`src/rtl/dmem_lsu.sv`:
```
// dmem_lsu: load/store unit sitting between the datapath and data memory.
// Takes one load/store request at a time over valid/ready, drives the dmem
// a/wd/we/mode pins and consumes dmem's combinational read data. Aligned
// accesses are a single dmem access; misaligned halfword/word accesses are
// broken into sequential byte accesses and reassembled here.
//
// Build option: define DMEM_LSU_MISALIGN_TRAP_EN to reject misaligned legal
// requests with resp_err instead of splitting them (the SPLIT path is then
// left out entirely).
module dmem_lsu #(
    parameter int         ADDR_W  = 32,
    parameter logic [2:0] LB_MODE = 3'b100,
    parameter logic [2:0] SB_MODE = 3'b000
) (
    input  logic              clk,
    input  logic              reset,
    input  logic              req_valid,
    output logic              req_ready,
    input  logic              req_we,
    input  logic [2:0]        req_funct3,
    input  logic [ADDR_W-1:0] req_addr,
    input  logic [31:0]       req_wdata,
    output logic              resp_valid,
    output logic [31:0]       resp_rdata,
    output logic              resp_err,
    output logic [ADDR_W-1:0] mem_a,
    output logic [31:0]       mem_wd,
    output logic              mem_we,
    output logic [2:0]        mem_mode,
    input  logic [31:0]       mem_rd
);

    typedef enum logic [1:0] {
        IDLE   = 2'd0,
        ACCESS = 2'd1,
        SPLIT  = 2'd2,
        RESP   = 2'd3
    } state_t;

    state_t            state;
    logic [ADDR_W-1:0] addr_q;
    logic [2:0]        funct3_q;
    logic              we_q;
    logic [31:0]       wdata_q;

    logic              req_illegal;
    logic              req_aligned;

`ifndef DMEM_LSU_MISALIGN_TRAP_EN
    logic [1:0]        k;
    logic [1:0]        k_next;
    logic [1:0]        k_last;
    logic [31:0]       asm_q;
    logic [31:0]       asm_next;
    logic [ADDR_W-1:0] split_next_addr;
    logic [7:0]        split_next_byte;
`endif

    // Sign/zero-extend a reassembled misaligned load according to funct3.
    function automatic logic [31:0] extend_split(input logic [2:0] f3,
                                                 input logic [31:0] raw);
        logic [31:0] r;
        case (f3)
            3'b001:  r = {{16{raw[15]}}, raw[15:0]};
            3'b101:  r = {16'b0, raw[15:0]};
            default: r = raw;
        endcase
        return r;
    endfunction

    // Classify the incoming request: funct3 legality and natural alignment.
    always_comb begin
        req_illegal = 1'b0;
        req_aligned = 1'b0;
        if (req_we) begin
            req_illegal = !(req_funct3 == 3'b000 || req_funct3 == 3'b001 ||
                            req_funct3 == 3'b010);
        end else begin
            req_illegal = (req_funct3 == 3'b011 || req_funct3 == 3'b110 ||
                           req_funct3 == 3'b111);
        end
        case (req_funct3[1:0])
            2'b00:   req_aligned = 1'b1;
            2'b01:   req_aligned = (req_addr[0] == 1'b0);
            2'b10:   req_aligned = (req_addr[1:0] == 2'b00);
            default: req_aligned = 1'b0;
        endcase
    end

`ifndef DMEM_LSU_MISALIGN_TRAP_EN
    // Split-path helpers: merge the current byte into the assembly register
    // and precompute the address/data for the following byte access.
    always_comb begin
        k_next   = k + 2'd1;
        k_last   = funct3_q[1] ? 2'd3 : 2'd1;
        asm_next = asm_q;
        asm_next[8*k +: 8] = mem_rd[7:0];
        split_next_addr = addr_q + ADDR_W'(k_next);
        split_next_byte = wdata_q[8*k_next +: 8];
    end
`endif

    // Main control FSM; every output is registered so reset clears them at once.
    always_ff @(posedge clk or negedge reset) begin
        if (!reset) begin
            state      <= IDLE;
            addr_q     <= '0;
            funct3_q   <= 3'b000;
            we_q       <= 1'b0;
            wdata_q    <= 32'h0;
            req_ready  <= 1'b0;
            resp_valid <= 1'b0;
            resp_rdata <= 32'h0;
            resp_err   <= 1'b0;
            mem_a      <= '0;
            mem_wd     <= 32'h0;
            mem_we     <= 1'b0;
            mem_mode   <= 3'b000;
`ifndef DMEM_LSU_MISALIGN_TRAP_EN
            k          <= 2'd0;
            asm_q      <= 32'h0;
`endif
        end else begin
            case (state)
                IDLE: begin
                    if (req_valid && req_ready) begin
                        addr_q    <= req_addr;
                        funct3_q  <= req_funct3;
                        we_q      <= req_we;
                        wdata_q   <= req_wdata;
                        req_ready <= 1'b0;
                        if (req_illegal) begin
                            state      <= RESP;
                            resp_valid <= 1'b1;
                            resp_err   <= 1'b1;
                            resp_rdata <= 32'h0;
                        end else if (req_aligned) begin
                            state    <= ACCESS;
                            mem_a    <= req_addr;
                            mem_mode <= req_funct3;
                            mem_we   <= req_we;
                            mem_wd   <= req_wdata;
                        end else begin
`ifdef DMEM_LSU_MISALIGN_TRAP_EN
                            state      <= RESP;
                            resp_valid <= 1'b1;
                            resp_err   <= 1'b1;
                            resp_rdata <= 32'h0;
`else
                            state    <= SPLIT;
                            k        <= 2'd0;
                            asm_q    <= 32'h0;
                            mem_a    <= req_addr;
                            mem_mode <= req_we ? SB_MODE : LB_MODE;
                            mem_we   <= req_we;
                            mem_wd   <= {24'b0, req_wdata[7:0]};
`endif
                        end
                    end else begin
                        req_ready <= 1'b1;
                    end
                end

                ACCESS: begin
                    state      <= RESP;
                    mem_a      <= '0;
                    mem_wd     <= 32'h0;
                    mem_we     <= 1'b0;
                    mem_mode   <= 3'b000;
                    resp_valid <= 1'b1;
                    resp_err   <= 1'b0;
                    resp_rdata <= we_q ? 32'h0 : mem_rd;
                end

`ifndef DMEM_LSU_MISALIGN_TRAP_EN
                SPLIT: begin
                    if (k == k_last) begin
                        state      <= RESP;
                        mem_a      <= '0;
                        mem_wd     <= 32'h0;
                        mem_we     <= 1'b0;
                        mem_mode   <= 3'b000;
                        resp_valid <= 1'b1;
                        resp_err   <= 1'b0;
                        resp_rdata <= we_q ? 32'h0 : extend_split(funct3_q, asm_next);
                    end else begin
                        k      <= k_next;
                        asm_q  <= asm_next;
                        mem_a  <= split_next_addr;
                        mem_wd <= {24'b0, split_next_byte};
                    end
                end
`endif

                RESP: begin
                    state      <= IDLE;
                    resp_valid <= 1'b0;
                    resp_err   <= 1'b0;
                    resp_rdata <= 32'h0;
                    req_ready  <= 1'b1;
                end

                default: begin
                    state     <= IDLE;
                    mem_we    <= 1'b0;
                    req_ready <= 1'b0;
                end
            endcase
        end
    end

endmodule

```
`config.mk`:
```
export PLATFORM = sky130hd
export DESIGN_NAME = dmem_lsu
export DESIGN_NICKNAME = d
export VERILOG_FILES = /design/src/rtl/dmem_lsu.sv
export SDC_FILE = /design/constraint.sdc
export NUM_CORES = 1
export LEC_CHECK = 0
export CORE_UTILIZATION = 40
export CTS_CLUSTER_SIZE = 12
export DETAILED_ROUTE_END_ITERATION = 10
export HOLD_SLACK_MARGIN = 0.15
export PLACE_DENSITY = 0.7
export SETUP_SLACK_MARGIN = 0.1
export SYNTH_ARGS = -nofsm -noshare
export SYNTH_HDL_FRONTEND = slang
export SYNTH_SLANG_ARGS = --single-unit
```
`constraint.sdc`:
```
create_clock -name clk -period 5.7 [get_ports clk]
set_input_delay 0.855 -clock clk [delete_from_list [all_inputs] [get_ports clk]]
set_output_delay 0.855 -clock clk [all_outputs]
set_load 0.01 [all_outputs]
```
======== Word level (Yosys, flattened, before mapping) ========
Cells that the tools add are included.
word-level totals
  register bits after elaboration ......... 207
  input port bits ......................... 103
  output and inout bits ................... 103
  logic and storage cells ................. 113
operators by class
  add/sub/neg operators ................... 3
  equal/unequal tests ..................... 19
  shifts and indexed selects .............. 3
  multiplexer cells ....................... 52
  bitwise operators ....................... 1
  reductions and logical operators ........ 20
operators with widths
  operator                                                number
  2-to-1 mux 32 bit                                       15
  one-hot mux 32 bit (3 select lines)                     2
  one-hot mux 32 bit (2 select lines)                     2
  one-hot mux 32 bit (4 select lines)                     1
  negator 5 -> 34 bit                                     1
  variable shift 8 x 34 -> 32 bit (first input constant)  1
  indexed part select 8 x 34 -> 32 bit                    1
  adder 32 x 2 -> 32 bit                                  1
  bitwise mux 32 bit                                      1
  indexed part select 32 x 6 -> 8 bit                     1
  2-to-1 mux 2 bit                                        9
  2-to-1 mux 3 bit                                        5
  != test 2 bit (second input constant)                   6
  equality test 3 bit (second input constant)             3
  one-hot mux 1 bit (3 select lines)                      3
  one-hot mux 3 bit (3 select lines)                      1
  2-to-1 mux 1 bit                                        8
  2-to-1 mux 8 bit                                        1
  one-hot mux 2 bit (4 select lines)                      1
  equality test 2 bit (second input constant)             3
  equality test 3 x 1 -> 1 bit (second input constant)    2
  equality test 3 x 2 -> 1 bit (second input constant)    2
  zero test 2 bit                                         3
  AND reduction 3 bit                                     2
  other kinds (17)                                        23

======== Logic depth before layout (Yosys ltp) ========
Gate-level depths: netlist (run 1).
  word-level depth ........................ 8
  gate-level depth with buffers ........... 10
  depth with buffers taken out ............ 9

======== Worst setup path before layout (run 1) ========
No wires, ideal clock.
  kind .................................... reg2reg
  start point ............................. reg k[0]
  end point ............................... reg mem_a[16]
  setup time .............................. 0.082 ns
  arrival time ............................ 2.656 ns
  required time ........................... 5.618 ns
  path slack .............................. 2.962 ns
  stages on the path, launching flop included .. 10
  path buffers ............................ 1
  period minus slack after synthesis ...... 2.738 ns
  cells stage by stage .................... dfrtp_1 inv_1 ha_1 inv_1 fa_1 and4b_1 clkbuf_1 nand3_1 or4_1 a31oi_1
on the way
  longest elaborated chain between the ends .. 4
  elaborated cells on any way between the ends .. 5
  those cells by class .................... 2 x add/sub; 1 x eq/ne; 2 x mux
ends and longest elaborated chain
  what                                   line  text
  from (decl)                            50    logic [1:0] k;
  from (signal assigned)                 187   k <= k_next;
  adder 2 x 1 -> 2 bit                   94    k_next = k + 2'd1;
  adder 32 x 2 -> 32 bit                 98    split_next_addr = addr_q + ADDR_W'(k_next);
  2-to-1 mux 32 bit *                    177   if (k == k_last) begin
  one-hot mux 32 bit (3 select lines) *  124   case (state)
  to (signal assigned)                   139   mem_a <= req_addr;
  to (signal assigned)                   153   mem_a <= req_addr;
  to (signal assigned)                   189   mem_a <= split_next_addr;
  to (decl)                              26    output logic [ADDR_W-1:0] mem_a,
Every way passes the cells marked *; elsewhere a longest branch is shown, timed or not.
A chain may end at the register's enable or synchronous reset.

======== Worst setup path after layout (run 1) ========
  start point ............................. reg k[0]
  end point ............................... reg mem_a[26]
Same word-level chain as after synthesis.

==> flow_metrics.tcl, run 1 <==
set metrics [dict create \
    drive_gt1_share_pct 7.14 \
    diodes 0 \
    outcome "finished clean" \
    setup_tns_ns 0 \
    drt_first_pass_iters 5 \
    ir_drop_v 0.000400 \
    dpl.cell_count 1541 \
    tightest_slew_ns 1.14 \
    cts_resized 0 \
    antenna_left 0 \
    slowest_delay_ns 0.87 \
    grt_usage_pct 22.7 \
    crit_top_cell "inv_1" \
    grt_max_degree 123 \
    finalWorstPathRequiredPeriod_ns 4.09 \
    cts_buffer_depth 3 \
    cts_tree "done" \
    ys_ff_latch 207 \
    start_kind "register" \
    synth_fp_nets 1190 \
    synth_warnings 0 \
    ios 206 \
    post_cts_buffers 0 \
    grt_pass1_vias 8607 \
    die_x_um 161 \
    drt-total-wl_mm 29.7 \
    slew_headroom_pct 23.9 \
    grt-ovfl-total 0 \
    die_area_um2 25900 \
    cap_violations 0 \
    htreeDepth 1 \
    synth.avg_cell_area_um2 9.42 \
    final_cell_mix "262 x nand2_1, 207 x dfrtp_1, 204 x clkdlybuf4s50_1, 67 x a21oi_1, 63 x o21ai_0" \
    hp-class "in -> async" \
    crit_path_start "k[0]" \
    rsz0062_at_grt "no" \
    setup_viol 0 \
    critical_path_class "reg -> reg" \
    grt_pass1_wl_mm 47.1 \
    clock-root-buffer "clkbuf_16" \
    initial_core_util_pct 41.2 \
    numCtsBuffers 24 \
    synth-edff-count 0 \
    endpoint_kind "register" \
    arrival_ns 4.49 \
    yosysSeqAreaShare_pct 51.2 \
    postSynthCellCount 1074 \
    portBuffers 205 \
    netlist_area_um2 10100 \
    ys.flop_type "dfrtp_1" \
    postSynth.asyncResetShare_pct 100 \
    clk_latency_ns 0.52 \
    syn_to_final_growth_pct 30.7 \
    critPathTopFamily "adder cells" \
    r2r_start "k[0]" \
    place_congestion 0.826 \
    cts_hold_buf 0 \
    worst_ep_required_time_ns 6.10 \
    path_buf_inv 2 \
    drcViolationCount 0 \
    path_clk_slew_ns 0.06 \
    crit_chain "inv_1 > ha_1 > inv_1 > fa_1 > nand4b_1 > nor3_1 > nand4_1 > xnor2_1 > a221o_1" \
    via_per_inst 5.59 \
    cp_slowest_cell "dfrtp_1" \
    core_um2 24500 \
    fin_nets 1359 \
    final_common_cell "nand2_1" \
    wl_per_cell_um 18.7 \
    dr.first_iter.drc_count 628 \
    fin_cells 1585 \
    die_h_um 161 \
    cts.sinks 207 \
    worstPathMaxFanout 16 \
    leakage_nw 5.84 \
    yosysUniqueCellTypes 64 \
    hpwl_mm 19.8 \
    hold_viol_final 0 \
    num_rows 57 \
    slew_viol_final 0 \
    clock.fmax_ghz 0.244 \
    cellPowerDensity_nw_per_um2 567 \
    finalCritPeriodShare_pct 71.8 \
    skew_ns 0.0132 \
    routed-via-count 8866 \
    antenna_found_initial 1 \
]
layout make-up:
| class | instances | area [µm²] |
|---|---|---|
| Multi-Input combinational cell | 773 | 4600 |
| Tap cell | 324 | 405 |
| Inverter | 18 | 67.6 |
| Clock inverter | 10 | 114 |
| Clock buffer | 34 | 678 |
| Fill cell | 2170 | 11300 |
| Timing Repair Buffer | 219 | 2170 |
| Sequential cell | 207 | 5180 |
final timing paths:
path | to | slack (ns) | cells past startpoint
max in group asynchronous | resp_rdata[14] | 4.26 | 2
hold / removal | mem_a[17] | 0.42 | 1
setup reg to reg | mem_a[26] | 1.61 | 9
setup / recovery | mem_a[26] | 1.61 | 9
hold reg to reg | funct3_q[0] | 0.47 | 2
min in group clk | funct3_q[0] | 0.47 | 2
cell usage after synthesis, types with 6 or more instances:
cell type  number  area [µm²]
ha_1           12         150
dfrtp_1       207        5180
clkbuf_1       54         203
a2bb2oi_1       9        78.8
a22o_1         56         490
nand2_1       262         983
nand4_1        19         119
nand3_1        29         145
nor2_1         53         199
o21ai_0        63         315
xor2_1         15         131
a21oi_1        67         335
mux4_2          8         180
o21a_1          8        60.1
a21o_1          7        52.6
mux2_2         10         113
inv_1          14        52.6
nor3_1          8        40.0
xnor2_1        10        87.6
and3_1         22         138
a221oi_1       25         219
buf_2          19        95.1
nor2b_1        19         119
and2_1          6        37.5
nand2b_1        6        37.5
through the flow:
| stage | total power [mW] | hold slack, ns | utilization, % | setup slack (ns) | area (µm²) |
|---|---|---|---|---|---|
| 5_1_grt | 8.01 | 0.504 | 53.9 | 1.28 | 13200 |
| 3_5_place_dp | 5.95 | 0.463 | 50.7 | 1.63 | 12400 |
| 6_report | 7.50 | 0.420 | 53.9 | 1.61 | 13200 |
| 4_1_cts | 7.53 | 0.476 | 53.9 | 1.61 | 13200 |
| 3_3_place_gp | 5.88 | 0.451 | 50.7 | 1.75 | 12400 |
| 2_1_floorplan | 4.56 | 0.438 | - | 2.96 | 10100 |
state kept, by name, summed over array words and instances (netlist names):
register	count
mem_a	32
k	2
resp_valid	1
asm_q	32
resp_rdata	32
addr_q	32
mem_we	1
we_q	1
state	2
mem_wd	32
wdata_q	32
funct3_q	3
mem_mode	3
resp_err	1
req_ready	1
per-layer routing:
metal  vias to the layer above  track usage, %  share of wire (%)
met5                         -               0              0.044
met4                         2            4.93                1.4
met3                        39            4.29                8.4
met2                       383            35.4                 45
met1                      4308            32.7                 46
li1                       4134               -                  -
logic make-up after synthesis:
group | synth area share, %
buf+inv | 3.76
xor+xnor | 2.16
fa+ha+maj | 1.68
flops | 51.2
compound gates | 18.3
simple gates | 20.0
mux | 2.89
report_power, final:
group          total [mW]  internal (mW)  switching [mW]
Sequential           2.46           2.02           0.434
Combinational        3.49           1.47            2.03
Clock                1.54          0.921           0.623
Total                7.50           4.41            3.09
(Power assumes the default switching activity.)
==> run 2: changes to the inputs <==
--- a/config.mk
+++ b/config.mk
@@ -9,7 +9,7 @@
 export CTS_CLUSTER_SIZE = 12
 export DETAILED_ROUTE_END_ITERATION = 10
 export HOLD_SLACK_MARGIN = 0.15
-export PLACE_DENSITY = 0.7
+export PLACE_DENSITY = 0.72
 export SETUP_SLACK_MARGIN = 0.1
 export SYNTH_ARGS = -nofsm -noshare
 export SYNTH_HDL_FRONTEND = slang
==> constraint.sdc (replaced) <==
create_clock -name clk -period 3.4 [get_ports clk]
set_input_delay 0.51 -clock clk [delete_from_list [all_inputs] [get_ports clk]]
set_output_delay 0.51 -clock clk [all_outputs]
set_load 0.01 [all_outputs]
==> flow_metrics.tcl, run 2 (synthesized netlist as in run 1, its figures left out) <==
set metrics [dict create \
    post_cts_buffers 0 \
    final_common_cell "nand2_1" \
    place_area_um2 12500 \
    leakage_nw 5.92 \
    num_rows 57 \
    outcome "finished clean" \
    setup_viol 0 \
    fin_cells 1594 \
    antenna_found_initial 1 \
    drive_gt1_share_pct 7.95 \
    cap_violations 0 \
    place_congestion 0.854 \
    dr.first_iter.drc_count 733 \
    slew_viol_final 0 \
    worstPathMaxFanout 7 \
    cts_buffer_depth 3 \
    cellPowerDensity_nw_per_um2 952 \
    grt-ovfl-total 0 \
    drt-total-wl_mm 29.1 \
    hold_viol_final 0 \
    endpoint_kind "register" \
    via_per_inst 5.52 \
    ir_drop_v 0.000605 \
    slew_headroom_pct 43.4 \
    grt_max_degree 94 \
    ios 206 \
    whs_path_depth 2 \
    crit_chain "inv_1 > ha_1 > inv_1 > fa_1 > nand4b_1 > nor3_1 > nand4_1 > xnor2_1 > a221o_1" \
    finalCritPeriodShare_pct 84.8 \
    grt_usage_pct 22.6 \
    path_buf_inv 2 \
    critPathTopFamily "simple AND/OR/NAND/NOR gates" \
    rsz0062_at_grt "no" \
    path_clk_slew_ns 0.06 \
    hp-class "reg -> reg" \
    htreeDepth 1 \
    die_x_um 161 \
    die_area_um2 25900 \
    drt_first_pass_iters 5 \
    cp_slowest_cell "fa_1" \
    skew_ns 0.00900 \
    dpl.cell_count 1554 \
    final_cell_mix "262 x nand2_1, 207 x dfrtp_1, 204 x clkdlybuf4s50_1, 67 x a21oi_1, 63 x o21ai_0" \
    numCtsBuffers 24 \
    hold_end "funct3_q[0]" \
    start_kind "register" \
    hpwl_mm 19.8 \
    drcViolationCount 0 \
    arrival_ns 3.28 \
    worst_ep_required_time_ns 3.80 \
    cts_tree "done" \
    tightest_slew_ns 0.842 \
    timing.rr.end "mem_a[26]" \
    fillCellCount 2171 \
    clk_latency_ns 0.52 \
    syn_to_final_growth_pct 32.0 \
    routed-via-count 8803 \
    reg2regPathDepth 9 \
    portBuffers 205 \
    hold_ws_ns 0.469 \
    initial_core_util_pct 41.2 \
    cts.sinks 207 \
    grt_pass1_vias 8579 \
    diodes 0 \
    clock.fmax_ghz 0.347 \
    die_h_um 161 \
    critical_path_class "reg -> reg" \
    core_um2 24500 \
    crit_top_cell "inv_1" \
    setup_tns_ns 0 \
    grt_pass1_wl_mm 46.9 \
    regToRegSetupSlack_ns 0.52 \
    r2r_start "k[0]" \
    clock-root-buffer "clkbuf_16" \
    final_cell_area_um2 13400 \
    wl_per_cell_um 18.2 \
    finalWorstPathRequiredPeriod_ns 2.88 \
    antenna_left 0 \
    slowest_delay_ns 0.47 \
    utilization_pct 54.4 \
    fin_nets 1373 \
    hp-start "funct3_q[0]" \
]
## run 2: changes by cell type in the layout (fill, tap and decap cells not counted), sizes merged
cell         delta
buf            +13
bufinv          +1
clkbuf          -2
clkinv          -3
clkinvlp        -1
dlygate4sd3     +1
## run 2: how the worst max path moves through the flow
stage / from / cells after the start / slack (ns) / endpoint
after floorplan: k[0] / 9 / 0.66 / mem_a[16]
after global placement: req_valid / 6 / 0.20 / resp_rdata[8]
after detailed placement: req_valid / 6 / 0.09 / resp_rdata[10]
after CTS: state[0] / 7 / 0.34 / resp_rdata[10]
after global routing: k[1] / 9 / 0.33 / mem_a[26]
final: k[0] / 9 / 0.52 / mem_a[26]
## run 2: layout make-up
type	count	area, µm²	share of cell area, %
sequential	207	5180	38.8
clock buffer	32	692	5.18
tap	324	405	3.04
clock inverter	7	110	0.824
timing repair buffer	233	2290	17.2
multi-input combinational	773	4610	34.5
inverter	18	67.6	0.506
## run 2: worst register-to-register path, cell delays in order (launching register included)
cell	delay, ns
dfrtp_1	0.34
inv_1	0.14
ha_1	0.34
inv_1	0.10
fa_1	0.47
nand4b_1	0.23
nor3_1	0.47
nand4_1	0.20
xnor2_1	0.16
a221o_1	0.31
## run 2: power by group
| part | switching, mW | internal (mW) |
|---|---|---|
| clock network | 1.00 | 1.64 |
| registers | 0.668 | 3.39 |
| logic | 3.45 | 2.57 |
## run 2: timing repair
action,in CTS,in global routing
endpoints found under the setup margin,0,3
hold buffers,1,0
endpoints found under the hold margin,91,0
resized for setup,0,1
## run 2: through the flow
| stage | worst slack [ns] | total power [mW] |
|---|---|---|
| after global routing | 0.332 | 13.6 |
| after CTS | 0.343 | 12.8 |
| after detailed placement | 0.0930 | 10.1 |
| final | 0.515 | 12.7 |
| after floorplan | 0.662 | 7.64 |
| after global placement | 0.199 | 9.91 |
## run 2: metal layers
layer	global-route usage (%)	vias up	part of all wire (%)	wire length [µm]
met2	35.0	351	45	13100
li1	-	4151	-	-
met1	32.4	4240	45	13100
met4	6.39	2	2.5	717
met5	0	-	0.045	13
met3	4.19	59	7.4	2140
==> run 3: changes to the inputs <==
--- a/config.mk
+++ b/config.mk
@@ -9,7 +9,7 @@
 export CTS_CLUSTER_SIZE = 12
 export DETAILED_ROUTE_END_ITERATION = 10
 export HOLD_SLACK_MARGIN = 0.15
-export PLACE_DENSITY = 0.72
+export PLACE_DENSITY = 0.7
 export SETUP_SLACK_MARGIN = 0.1
 export SYNTH_ARGS = -nofsm -noshare
 export SYNTH_HDL_FRONTEND = slang
==> constraint.sdc (replaced) <==
create_clock -name clk -period 2.7 [get_ports clk]
set_input_delay 0.405 -clock clk [delete_from_list [all_inputs] [get_ports clk]]
set_output_delay 0.405 -clock clk [all_outputs]
set_load 0.01 [all_outputs]
==> flow_metrics.tcl, run 3 (synthesized netlist as in run 1, its figures left out) <==
set metrics [dict create \
    leakage_nw 6.05 \
    cap_violations 0 \
    reg2regPathDepth 8 \
    core_um2 24500 \
    ir_drop_v 0.000792 \
    critical_path_class "reg -> reg" \
    cts.sinks 207 \
    drcViolationCount 0 \
    antenna_found_initial 4 \
    timing.rr.end "mem_a[21]" \
    grtUsageMet1_pct 33.3 \
    final_cell_mix "262 x nand2_1, 206 x dfrtp_1, 204 x clkdlybuf4s50_1, 67 x a21oi_1, 63 x o21ai_0" \
    fin_cells 1616 \
    layout_setup_ws_ns 0.205 \
    syn_to_final_growth_pct 34.5 \
    clkPwrFrac_pct 21.2 \
    pre_cts_ws_ns 0.0472 \
    hp-class "in -> reg" \
    path_clk_slew_ns 0.06 \
    fillCellCount 2173 \
    ios 206 \
    grt_pass1_wl_mm 48.1 \
    grt.busiest_layer "met2" \
    post_cts_buffers 0 \
    cellPowerDensity_nw_per_um2 1220 \
    regToRegSetupSlack_ns 0.20 \
    p_switching_mw 6.59 \
    grt_max_degree 78 \
    fin_nets 1389 \
    drive_gt1_share_pct 9.78 \
    final_common_cell "nand2_1" \
    rsz0062_at_grt "no" \
    routed-via-count 9007 \
    drt_first_pass_iters 7 \
    portBuffers 205 \
    antenna_left 0 \
    endpoint_kind "register" \
    die_h_um 161 \
    die_area_um2 25900 \
    tightest_slew_ns 1.11 \
    wl_per_cell_um 18.5 \
    grtUsageMet3_pct 4.73 \
    path_buf_inv 1 \
    via_per_inst 5.57 \
    cp_slowest_cell "or4_4" \
    start_kind "register" \
    critPathTopFamily "simple AND/OR/NAND/NOR gates" \
    cts_buffer_depth 3 \
    switching_share_pct 39.8 \
    crit_path_start "k[0]" \
    grt-ovfl-total 0 \
    clk_latency_ns 0.51 \
    setup_tns_ns 0 \
    grt_usage_pct 23.2 \
    htreeDepth 1 \
    drt-total-wl_mm 29.9 \
    p_comb_share_pct 47.8 \
    p_total_mw 16.6 \
    slowest_delay_ns 0.48 \
    slew_headroom_pct 26.0 \
    p_int_mw 9.96 \
    outcome "finished clean" \
    skew_ns 0.0118 \
    final_cell_area_um2 13600 \
    r2r_start "k[0]" \
    num_rows 57 \
    die_x_um 161 \
    met2_usage_pct 35.1 \
    worst_ep_required_time_ns 3.15 \
    place_area_um2 12700 \
    crit_chain "inv_2 > ha_4 > ha_1 > a21oi_1 > or4_4 > or4_1 > a21oi_1 > o32a_2" \
    slew_viol_final 0 \
    cts_tree "done" \
    grt_pass1_vias 8711 \
    dr.first_iter.drc_count 676 \
    endpoint "mem_a[21]" \
    initial_core_util_pct 41.2 \
    crit_cells 8 \
    worstPathMaxFanout 7 \
    crit_top_cell "a21oi_1" \
    seq_power_share_pct 31.1 \
    dpl.cell_count 1570 \
    place_congestion 0.867 \
    finalCritPeriodShare_pct 92.4 \
    finalWorstPathRequiredPeriod_ns 2.50 \
    hpwl_mm 20.2 \
    arrival_ns 2.94 \
    setup_viol 0 \
    hold_viol_final 0 \
    clock.fmax_ghz 0.401 \
    numCtsBuffers 24 \
    clock-root-buffer "clkbuf_16" \
]
## run 3: power groups by stage
stage	Combinational (mW)	Sequential [mW]	Clock, mW
3_5_place_dp	7.85	5.15	0
4_1_cts	7.91	5.12	3.58
6_report	7.91	5.14	3.51
5_1_grt	8.67	5.28	3.72
2_1_floorplan	4.44	5.21	0
3_3_place_gp	7.72	5.13	0
## run 3: cell type report
class                      count  area (µm²)  share of cell area, %
clock inverter                 9         145                   1.07
timing repair buffer         249        2460                   18.1
sequential                   207        5180                   38.1
clock buffer                  33         716                   5.26
antenna                        3        7.51                 0.0552
multi-input combinational    773        4620                   34.0
tap                          324         405                   2.98
inverter                      18        67.6                  0.497
## run 3: how the worst min path moves through the flow
stage / from / to / cells past startpoint
2_1_floorplan: reset / addr_q[0] / 0
3_3_place_gp: reset / addr_q[18] / 1
3_5_place_dp: reset / mem_a[18] / 1
4_1_cts: req_addr[17] / addr_q[17] / 3
5_1_grt: req_addr[10] / addr_q[10] / 3
6_report: req_addr[17] / addr_q[17] / 3
## run 3: layer usage
metal  routed length (µm)  share of wire, %
met5                   13             0.044
met4                  784               2.6
met3                 2440               8.2
met2                13300                45
met1                13300                45
## run 3: per-stage QoR
stage / hold WS (ns) / util [%]
after global placement: 0.449 / 51.9
after global routing: 0.466 / 55.5
after floorplan: 0.109 / -
after detailed placement: 0.458 / 51.9
after CTS: 0.436 / 55.4
final: 0.452 / 55.5
## run 3: timing repair
action / 4_1_cts / 5_1_grt
cloned: 0 / 0
pin swaps: 0 / 1
hold buffers: 1 / 0
endpoints found under the hold margin: 63 / 0
gates resized for setup: 1 / 1
endpoints found under the setup margin: 1 / 8
## run 3: worst register-to-register path, stage by stage (launching register included)
cell	delay, ns
dfrtp_2	0.41
inv_2	0.15
ha_4	0.23
ha_1	0.27
a21oi_1	0.13
or4_4	0.48
or4_1	0.41
a21oi_1	0.18
o32a_2	0.15
